## config.mk

```make
export PLATFORM = sky130hd
export DESIGN_NAME = key_input_conditioner
export DESIGN_NICKNAME = d
export VERILOG_FILES = /design/src/rtl/clock_pkg.sv /design/src/rtl/key_filter.sv /design/src/rtl/key_input_conditioner.sv
export SDC_FILE = /design/constraint.sdc
export NUM_CORES = 1
export LEC_CHECK = 0
export CORE_ASPECT_RATIO = 1.1
export CORE_MARGIN = 1.5
export CORE_UTILIZATION = 39
export CTS_CLUSTER_SIZE = 10
export DETAILED_ROUTE_END_ITERATION = 16
export HOLD_SLACK_MARGIN = 0.12
export PLACE_DENSITY = 0.56
export SLEW_MARGIN = 30
export SYNTH_ARGS = -nofsm -noshare
export SYNTH_HDL_FRONTEND = slang
export SYNTH_SLANG_ARGS = --single-unit
```

## constraint.sdc

```tcl
create_clock -name clock -period 6.9 [get_ports clock]
set_clock_uncertainty 0.2 [all_clocks]
set_input_delay 1.38 -clock clock [delete_from_list [all_inputs] [get_ports clock]]
set_output_delay 1.38 -clock clock [all_outputs]
set_load 0.05 [all_outputs]
```

## src/rtl/clock_pkg.sv

```systemverilog
// Shared clock/display definitions: key FSM encoding
// and the default timebase constants.
package clock_pkg;

  typedef enum logic [1:0] {
    RELEASED = 2'd0,
    HELD     = 2'd1,
    REPEAT   = 2'd2
  } key_state_e;

  localparam int DEBOUNCE_CYCLES_DEF = 16384;
  localparam int REPEAT_DELAY_DEF    = 32768;
  localparam int REPEAT_PERIOD_DEF   = 8192;

endpackage

```

## src/rtl/key_filter.sv

```systemverilog
// One push-button: two-flop sync, debounce counter and
// press/hold/repeat FSM producing registered pulses.
module key_filter
  import clock_pkg::*;
#(
  parameter int DEBOUNCE_CYCLES = DEBOUNCE_CYCLES_DEF,
  parameter int REPEAT_DELAY    = REPEAT_DELAY_DEF,
  parameter int REPEAT_PERIOD   = REPEAT_PERIOD_DEF,
  parameter bit REPEAT_EN       = 1'b1
) (
  input  logic clock,
  input  logic reset,
  input  logic key_raw,
  output logic key_level,
  output logic key_down,
  output logic key_negedge,
  output logic key_repeating
);

  localparam int DW = $clog2(DEBOUNCE_CYCLES + 1);
  localparam int RMAX = (REPEAT_DELAY > REPEAT_PERIOD) ?
                        REPEAT_DELAY : REPEAT_PERIOD;
  localparam int RW = $clog2(RMAX + 1);
  localparam logic [DW-1:0] DB_LAST = DW'(DEBOUNCE_CYCLES - 1);
  localparam logic [RW-1:0] R_DELAY = RW'(REPEAT_DELAY);
  localparam logic [RW-1:0] R_PERIOD = RW'(REPEAT_PERIOD);

  logic [1:0]    sync_q;
  logic          sync;
  logic [DW-1:0] db_cnt, db_cnt_n;
  logic          level_n;
  logic          accept, acc_press, acc_rel;
  key_state_e    state, state_n;
  logic [RW-1:0] rcnt, rcnt_n;
  logic          down_n, neg_n, rep_n;

  assign sync = sync_q[1];

  always_comb begin
    accept   = 1'b0;
    db_cnt_n = '0;
    level_n  = key_level;
    if (sync != key_level) begin
      if (db_cnt == DB_LAST) begin
        accept  = 1'b1;
        level_n = ~key_level;
      end else begin
        db_cnt_n = db_cnt + 1'b1;
      end
    end
  end

  assign acc_press = accept & ~key_level;
  assign acc_rel   = accept & key_level;

  // Release is checked first so it beats a same-cycle repeat expiry
  always_comb begin
    state_n = state;
    rcnt_n  = rcnt;
    down_n  = 1'b0;
    neg_n   = 1'b0;
    unique case (state)
      RELEASED: begin
        if (acc_press) begin
          state_n = HELD;
          down_n  = 1'b1;
          rcnt_n  = '0;
        end
      end
      HELD: begin
        if (acc_rel) begin
          state_n = RELEASED;
          neg_n   = 1'b1;
          rcnt_n  = '0;
        end else if (REPEAT_EN) begin
          if (rcnt == R_DELAY) begin
            state_n = REPEAT;
            down_n  = 1'b1;
            rcnt_n  = '0;
          end else begin
            rcnt_n = rcnt + 1'b1;
          end
        end
      end
      REPEAT: begin
        if (acc_rel) begin
          state_n = RELEASED;
          neg_n   = 1'b1;
          rcnt_n  = '0;
        end else if (rcnt == R_PERIOD) begin
          down_n = 1'b1;
          rcnt_n = '0;
        end else begin
          rcnt_n = rcnt + 1'b1;
        end
      end
      default: begin
        state_n = RELEASED;
        rcnt_n  = '0;
      end
    endcase
    rep_n = (state_n == REPEAT);
  end

  always_ff @(posedge clock or posedge reset) begin
    if (reset) begin
      sync_q        <= '0;
      db_cnt        <= '0;
      key_level     <= 1'b0;
      state         <= RELEASED;
      rcnt          <= '0;
      key_down      <= 1'b0;
      key_negedge   <= 1'b0;
      key_repeating <= 1'b0;
    end else begin
      sync_q        <= {sync_q[0], key_raw};
      db_cnt        <= db_cnt_n;
      key_level     <= level_n;
      state         <= state_n;
      rcnt          <= rcnt_n;
      key_down      <= down_n;
      key_negedge   <= neg_n;
      key_repeating <= rep_n;
    end
  end

endmodule

```

## src/rtl/key_input_conditioner.sv

```systemverilog
// Conditions the mode and add buttons; add key
// gets auto-repeat, mode key does not.
module key_input_conditioner
  import clock_pkg::*;
#(
  parameter int DEBOUNCE_CYCLES = DEBOUNCE_CYCLES_DEF,
  parameter int REPEAT_DELAY    = REPEAT_DELAY_DEF,
  parameter int REPEAT_PERIOD   = REPEAT_PERIOD_DEF
) (
  input  logic clock,
  input  logic reset,
  input  logic key_mode_raw,
  input  logic key_add_raw,
  output logic key_mode_level,
  output logic key_add_level,
  output logic key_mode_down,
  output logic key_add_down,
  output logic key_add_negedge,
  output logic key_add_repeating
);

  logic mode_negedge_unused;
  logic mode_repeating_unused;

  key_filter #(
    .DEBOUNCE_CYCLES (DEBOUNCE_CYCLES),
    .REPEAT_DELAY    (REPEAT_DELAY),
    .REPEAT_PERIOD   (REPEAT_PERIOD),
    .REPEAT_EN       (1'b0)
  ) u_mode (
    .clock         (clock),
    .reset         (reset),
    .key_raw       (key_mode_raw),
    .key_level     (key_mode_level),
    .key_down      (key_mode_down),
    .key_negedge   (mode_negedge_unused),
    .key_repeating (mode_repeating_unused)
  );

  key_filter #(
    .DEBOUNCE_CYCLES (DEBOUNCE_CYCLES),
    .REPEAT_DELAY    (REPEAT_DELAY),
    .REPEAT_PERIOD   (REPEAT_PERIOD),
    .REPEAT_EN       (1'b1)
  ) u_add (
    .clock         (clock),
    .reset         (reset),
    .key_raw       (key_add_raw),
    .key_level     (key_add_level),
    .key_down      (key_add_down),
    .key_negedge   (key_add_negedge),
    .key_repeating (key_add_repeating)
  );

endmodule
```

==> impl_metrics.ini, run 1 <==
[run_status]
run_status = complete, but fails checks
violations = design-rule violations

[timing]
max_slew_margin = 0.4415
max_freq_mhz = 314.5
rsz0062_at_grt = false
setup_ws_ns = 3.720
min_period_ns = 3.180
post-route-period-util = 0.4608
final-setup-viol-count = 0
slew_viol_final = 0
hold_slack_ns = 0.1609
tns_ns = 0
hold_viol = 0
worst_pin_slew_ns = 0.8378

[layout]
area_delta_synth_final_pct = 12.65
drive_gt1_frac = 0.09346
diodes = 0
final_nets = 328
fin_util = 0.4628

[synth]
synth-edff-count = 0
yosysTopAreaCell = dfrtp_1
syn_avg_cell_area_um2 = 9.759
synth-seq-area-share = 0.5043
netlist_top_cells_count = dfrtp_1, nor2_1, nand2_1
syn_nets = 312
yosysTopAreaCellShare = 0.5043
syn_inst = 300
ys_ff_latch = 59
synthFlopType = dfrtp_1
yosys_warnings = 0
async_flop_share = 1.000
syn_area_mm2 = 0.002928
synth_most_common_cell = dfrtp_1
synthTopCellsByArea = dfrtp_1, nor2_1, xnor2_1
synthDistinctLibCells = 38

[clock_tree]
clk_pin_slew_ns = 0.07
cts_resized = 0
clock_sinks = 59
clockRootBuffer = clkbuf_8
clk_latency_ns = 0.35
postCtsSetupBuffers = 0
cts_made_buffers = 9
clockBufferDepth = 2
cts_tree = done
cts_max_level = 3
cts_hold_buf = 0

[setup_path]
path_delay_family = buffers and inverters
path_depth = 1
crit_path_cell_trace = clkdlybuf4s50_1
regToRegEndpoint = u_add.rcnt[8]
critPathMaxStageDelay_ns = 0.84
critPathRequiredTime_ns = 5.32
critical_path_class = register to output pin
reg2reg_depth = 7
start_kind = register
rrSetupSlack_ns = 4.26
path_buf_inv = 1
cp-end-kind = output pin
worstPathMaxFanout = 7
crit_path_top_delay_cell = clkdlybuf4s50_1
arrival_ns = 1.60
r2r_start = u_add.rcnt[0]

[hold_path]
hold_path_depth = 0
hold_path.startpoint = u_add.sync_q[0]
min_to = u_add.sync_q[1]
hold_path.class = register to register

[floorplan]
die_x_um = 85.61
die_h_um = 93.87
die-area_mm2 = 0.008036
rows = 32
start_util = 0.4108
ios = 10
coreArea_mm2 = 0.007127

[grt]
grt_overflow = 0
grt_max_degree = 60
grt_pass1_wl_um = 9535
grt.total_usage = 0.1529
grt_pass1_vias = 2100
antenna_found_initial = 0

[pwr]
power.density_mw_per_mm2 = 208.9
power.ir.vdd_worst_v = 0.0001080
fin_total_pwr_uw = 688.9
leakage_uw = 0.001440

[placed_design]
dp_hpwl_um = 3469
dpl_worst_slack_ns = 4.070
gp_congestion = 0.7664
io_buffers = 9

[route]
remaining_drc_errors = 1
ant_nets = 0
drt_pre_antenna_iters = 10
drt-total-wl_um = 5297
drt_iter0_markers = 115
wire_per_inst_um = 13.05
vias = 2135
via_per_inst = 5.259

[flow_run]
maxCapViolCount = 0
-- state kept, by name (all words and copies together) (netlist names) --
register,flops
u_add.rcnt,16
u_add.db_cnt,15
u_mode.db_cnt,15
u_add.state,2
u_add.sync_q,2
u_mode.sync_q,2
u_add.key_down,1
u_add.key_level,1
u_add.key_negedge,1
u_add.key_repeating,1
u_mode.key_down,1
u_mode.key_level,1
u_mode.state,1
-- stage by stage --
| step | area (um2) | instances |
|---|---|---|
| 6_report | 3298 | 406 |
| 5_1_grt | 3298 | 406 |
| 3_3_place_gp | 3098 | 390 |
| 2_1_floorplan | 2928 | 300 |
| 3_5_place_dp | 3098 | 390 |
| 4_1_cts | 3298 | 406 |
-- power breakdown --
group          total, uW  internal (uW)  switching, uW
Sequential           353            350           3.35
Clock                319            168            151
Combinational       17.1           5.36           11.7
Total                689            523            166
-- how the worst max path moves through the flow --
stage,from,end,slack [ns]
floorplan,reset,u_add.db_cnt[0],3.86
CTS,u_add.key_level,key_add_level,3.69
detailed placement,u_add.key_level,key_add_level,4.07
finish,u_add.key_level,key_add_level,3.72
global route,u_add.key_level,key_add_level,3.65
global placement,u_add.key_level,key_add_level,4.10
-- layout by cell type, fill, tap and decap left out, types with 10 or more instances in the layout --
cell     instances
dfrtp_1         59
nor2_1          36
nand2_1         25
o21ai_0         17
inv_1           17
a21oi_1         15
nand3_1         14
xnor2_1         14
xor2_1          12
nand4_1         10
-- per-layer routing --
layer  wire (um)  GRT usage
met5           0          0
met4         126    0.07661
met3         145    0.03954
met2        2369     0.2369
met1        2655     0.1977
-- kinds of logic (layout without fill, tap and decap cells) --
kind of cell / Yosys count / count (layout) / synth area share
XOR/XNOR: 26 / 26 / 0.07778
AND/OR/NAND/NOR: 135 / 135 / 0.2487
AO/OA/AOI/OAI: 49 / 49 / 0.1004
flip-flops: 59 / 59 / 0.5043
adder cells (fa/ha/maj): 8 / 8 / 0.03419
buffers and inverters: 23 / 44 / 0.03462
-- final cells by class --
type / count / area (um2)
tap: 85 / 106.4
fill: 678 / 3829
sequential: 59 / 1476
clock inverter: 7 / 76.32
timing repair buffer: 10 / 97.59
inverter: 18 / 67.56
clock buffer: 9 / 123.9
multi-input combinational: 218 / 1350
No activity file was read; power rests on OpenSTA's default activity.
==> run 2, diff against run 1 <==
PLACE_DENSITY = 0.58   (was 0.56)
clock period = 2.6 ns   (was 6.9 ns; I/O delays follow)
==> run 2 against run 1 <==
  * The run still ends with design-rule violations left
  * Setup slack worse by 3.6 ns
  * Cell count up 3.4%
  * Global-route usage up 0.23 points
  * Count of clock-buffer cells in the layout unchanged
  * Via count up 2.0%
  * Critical path depth up 7
  * Non-clock buffer count up 14
  * First-iteration DRC count down 38%
  * Utilization up 3.0 points
  * Design area up 6.4%
  * Sequential share of layout area down 2.7 points
  * Power rose to 3.1 times the previous value
  * Critical path type is now register to register
  * Critical endpoint is now u_add.rcnt[11]
  * Highest routed layer unchanged
==> impl_metrics.ini, run 2 (same netlist as run 1, synthesis figures left out) <==
[route]
via_per_inst = 5.186
drt_pre_antenna_iters = 10
drt-total-wl_um = 5454
vias = 2178
drt_iter0_markers = 71
ant_nets = 0
wire_per_inst_um = 12.99
remaining_drc_errors = 1

[layout]
largest_reg_flops = 16
diodes = 0
area_delta_synth_final_pct = 19.91
fillers = 664
top_register = u_add.rcnt
mostFrequentLayoutCell = dfrtp_1
layout_common_cells = dfrtp_1, nor2_1, nand2_1
final_nets = 342
drive_gt1_frac = 0.1313
top_regs = u_add.rcnt x16, u_add.db_cnt x15, u_mode.db_cnt x15

[timing]
tns_ns = 0
worst_pin_slew_ns = 0.6892
max_slew_margin = 0.5405
hold_slack_ns = 0.1492
hold_viol = 0
final-setup-viol-count = 0
min_period_ns = 2.518
post-route-period-util = 0.9684
rsz0062_at_grt = false
max_freq_mhz = 397.2
setup_ws_ns = 0.08220
slew_viol_final = 0

[clock_tree]
clockBufferDepth = 2
cts_max_level = 3
clk_latency_ns = 0.34
cts_hold_buf = 0
cts_made_buffers = 9
clockRootBuffer = clkbuf_8
clock_sinks = 59
clk_pin_slew_ns = 0.08
cts_tree = done

[run_status]
run_status = complete, but fails checks
violations = design-rule violations

[grt]
grt_max_degree = 60
met1_usage = 0.2047
grt_pass1_vias = 2145
met2_usage = 0.2388
grt_pass1_wl_um = 9770
grt_util_met3 = 0.04657
antenna_found_initial = 0
grt_overflow = 0
grt.total_usage = 0.1552
gr-max-usage-layer = met2

[floorplan]
die-area_mm2 = 0.008036
ios = 10
coreArea_mm2 = 0.007127
rows = 32
die_h_um = 93.87
die_x_um = 85.61
start_util = 0.4108

[setup_path]
arrival_ns = 2.54
critPathRequiredTime_ns = 2.62
crit_path_cell_trace = inv_1 > ha_1 > or4b_4 > or4_4 > o2bb2ai_4 > a21oi_4 > buf_12 > a21oi_1
cp-end-kind = register
critPathMaxStageDelay_ns = 0.58
worstPathMaxFanout = 11
critical_path_class = register to register
start_kind = register
path_buf_inv = 2
path_delay_family = simple AND/OR/NAND/NOR gates
crit_path_top_delay_cell = or4_4

[hold_path]
hold_path.class = register to register

[placed_design]
gp_congestion = 0.7929
dp_hpwl_um = 3796
io_buffers = 9
dpl_worst_slack_ns = 0.07306

[pwr]
power.density_mw_per_mm2 = 603.4
power.ir.vdd_worst_v = 0.0002511
leakage_uw = 0.001565

[flow_run]
maxCapViolCount = 0
## run 2: cell types whose count changed in the layout (fill, tap and decap cells not counted), sizes merged
| cell | change |
|---|---|
| inv | +1 |
| clkinvlp | -2 |
| clkinv | -2 |
| bufinv | +3 |
| buf | +14 |
## run 2: final cells by class
class / instances / area, um2 / area share
flip-flops and latches: 59 / 1476 / 0.4205
multi-input cells: 218 / 1363 / 0.3881
repair buffers: 24 / 227.7 / 0.06486
clock inverters: 7 / 146.4 / 0.04170
clock buffers: 9 / 123.9 / 0.03528
well taps: 85 / 106.4 / 0.03029
inverters: 18 / 67.56 / 0.01924
## run 2: per-layer routing
metal	up-vias	routed length [um]
met5	-	0
met4	0	66
met3	4	192
met2	31	2460
met1	1042	2735
li1	1101	-
## run 2: report_power, final
group / leakage, uW / internal, uW / switching [uW] / total, uW
Clock: 0.000134 / 742 / 391 / 1130
Sequential: 0.000810 / 928 / 9.19 / 937
Combinational: 0.000620 / 16.5 / 31.8 / 48.3
## run 2: stage by stage
| stage | util | instance area [um2] | total power, uW | cells |
|---|---|---|---|---|
| floorplan | - | 2928 | 984.6 | 300 |
| global placement | 0.4519 | 3221 | 1004 | 403 |
| detailed placement | 0.4519 | 3221 | 1005 | 403 |
| CTS | 0.4898 | 3491 | 2146 | 419 |
| global route | 0.4926 | 3511 | 2198 | 420 |
| finish | 0.4926 | 3511 | 2118 | 420 |
## run 2: worst register-to-register path, stage by stage, from the launching register on
cell	delay, ns
dfrtp_1	0.38
inv_1	0.07
ha_1	0.13
or4b_4	0.46
or4_4	0.58
o2bb2ai_4	0.20
a21oi_4	0.20
buf_12	0.14
a21oi_1	0.05
## run 2: path summary, 6_finish.rpt
check / startpoint / endpoint / slack (ns) / cells past startpoint
worst min register to register: u_mode.sync_q[0] / u_mode.sync_q[1] / 0.15 / 0
min in group asynchronous: reset / u_mode.db_cnt[3] / 0.34 / 3
worst max-delay path: u_add.rcnt[1] / u_add.rcnt[11] / 0.08 / 8
worst min-delay path: u_mode.sync_q[0] / u_mode.sync_q[1] / 0.15 / 0
max in group asynchronous: reset / u_add.rcnt[4] / 1.58 / 3
worst max register to register: u_add.rcnt[1] / u_add.rcnt[11] / 0.08 / 8
## run 2: what timing repair did
item | CTS | global route
endpoints found under the hold margin | 0 | 0
resized for setup | 0 | 1
setup buffers | 0 | 1
setup endpoints to repair | 0 | 10
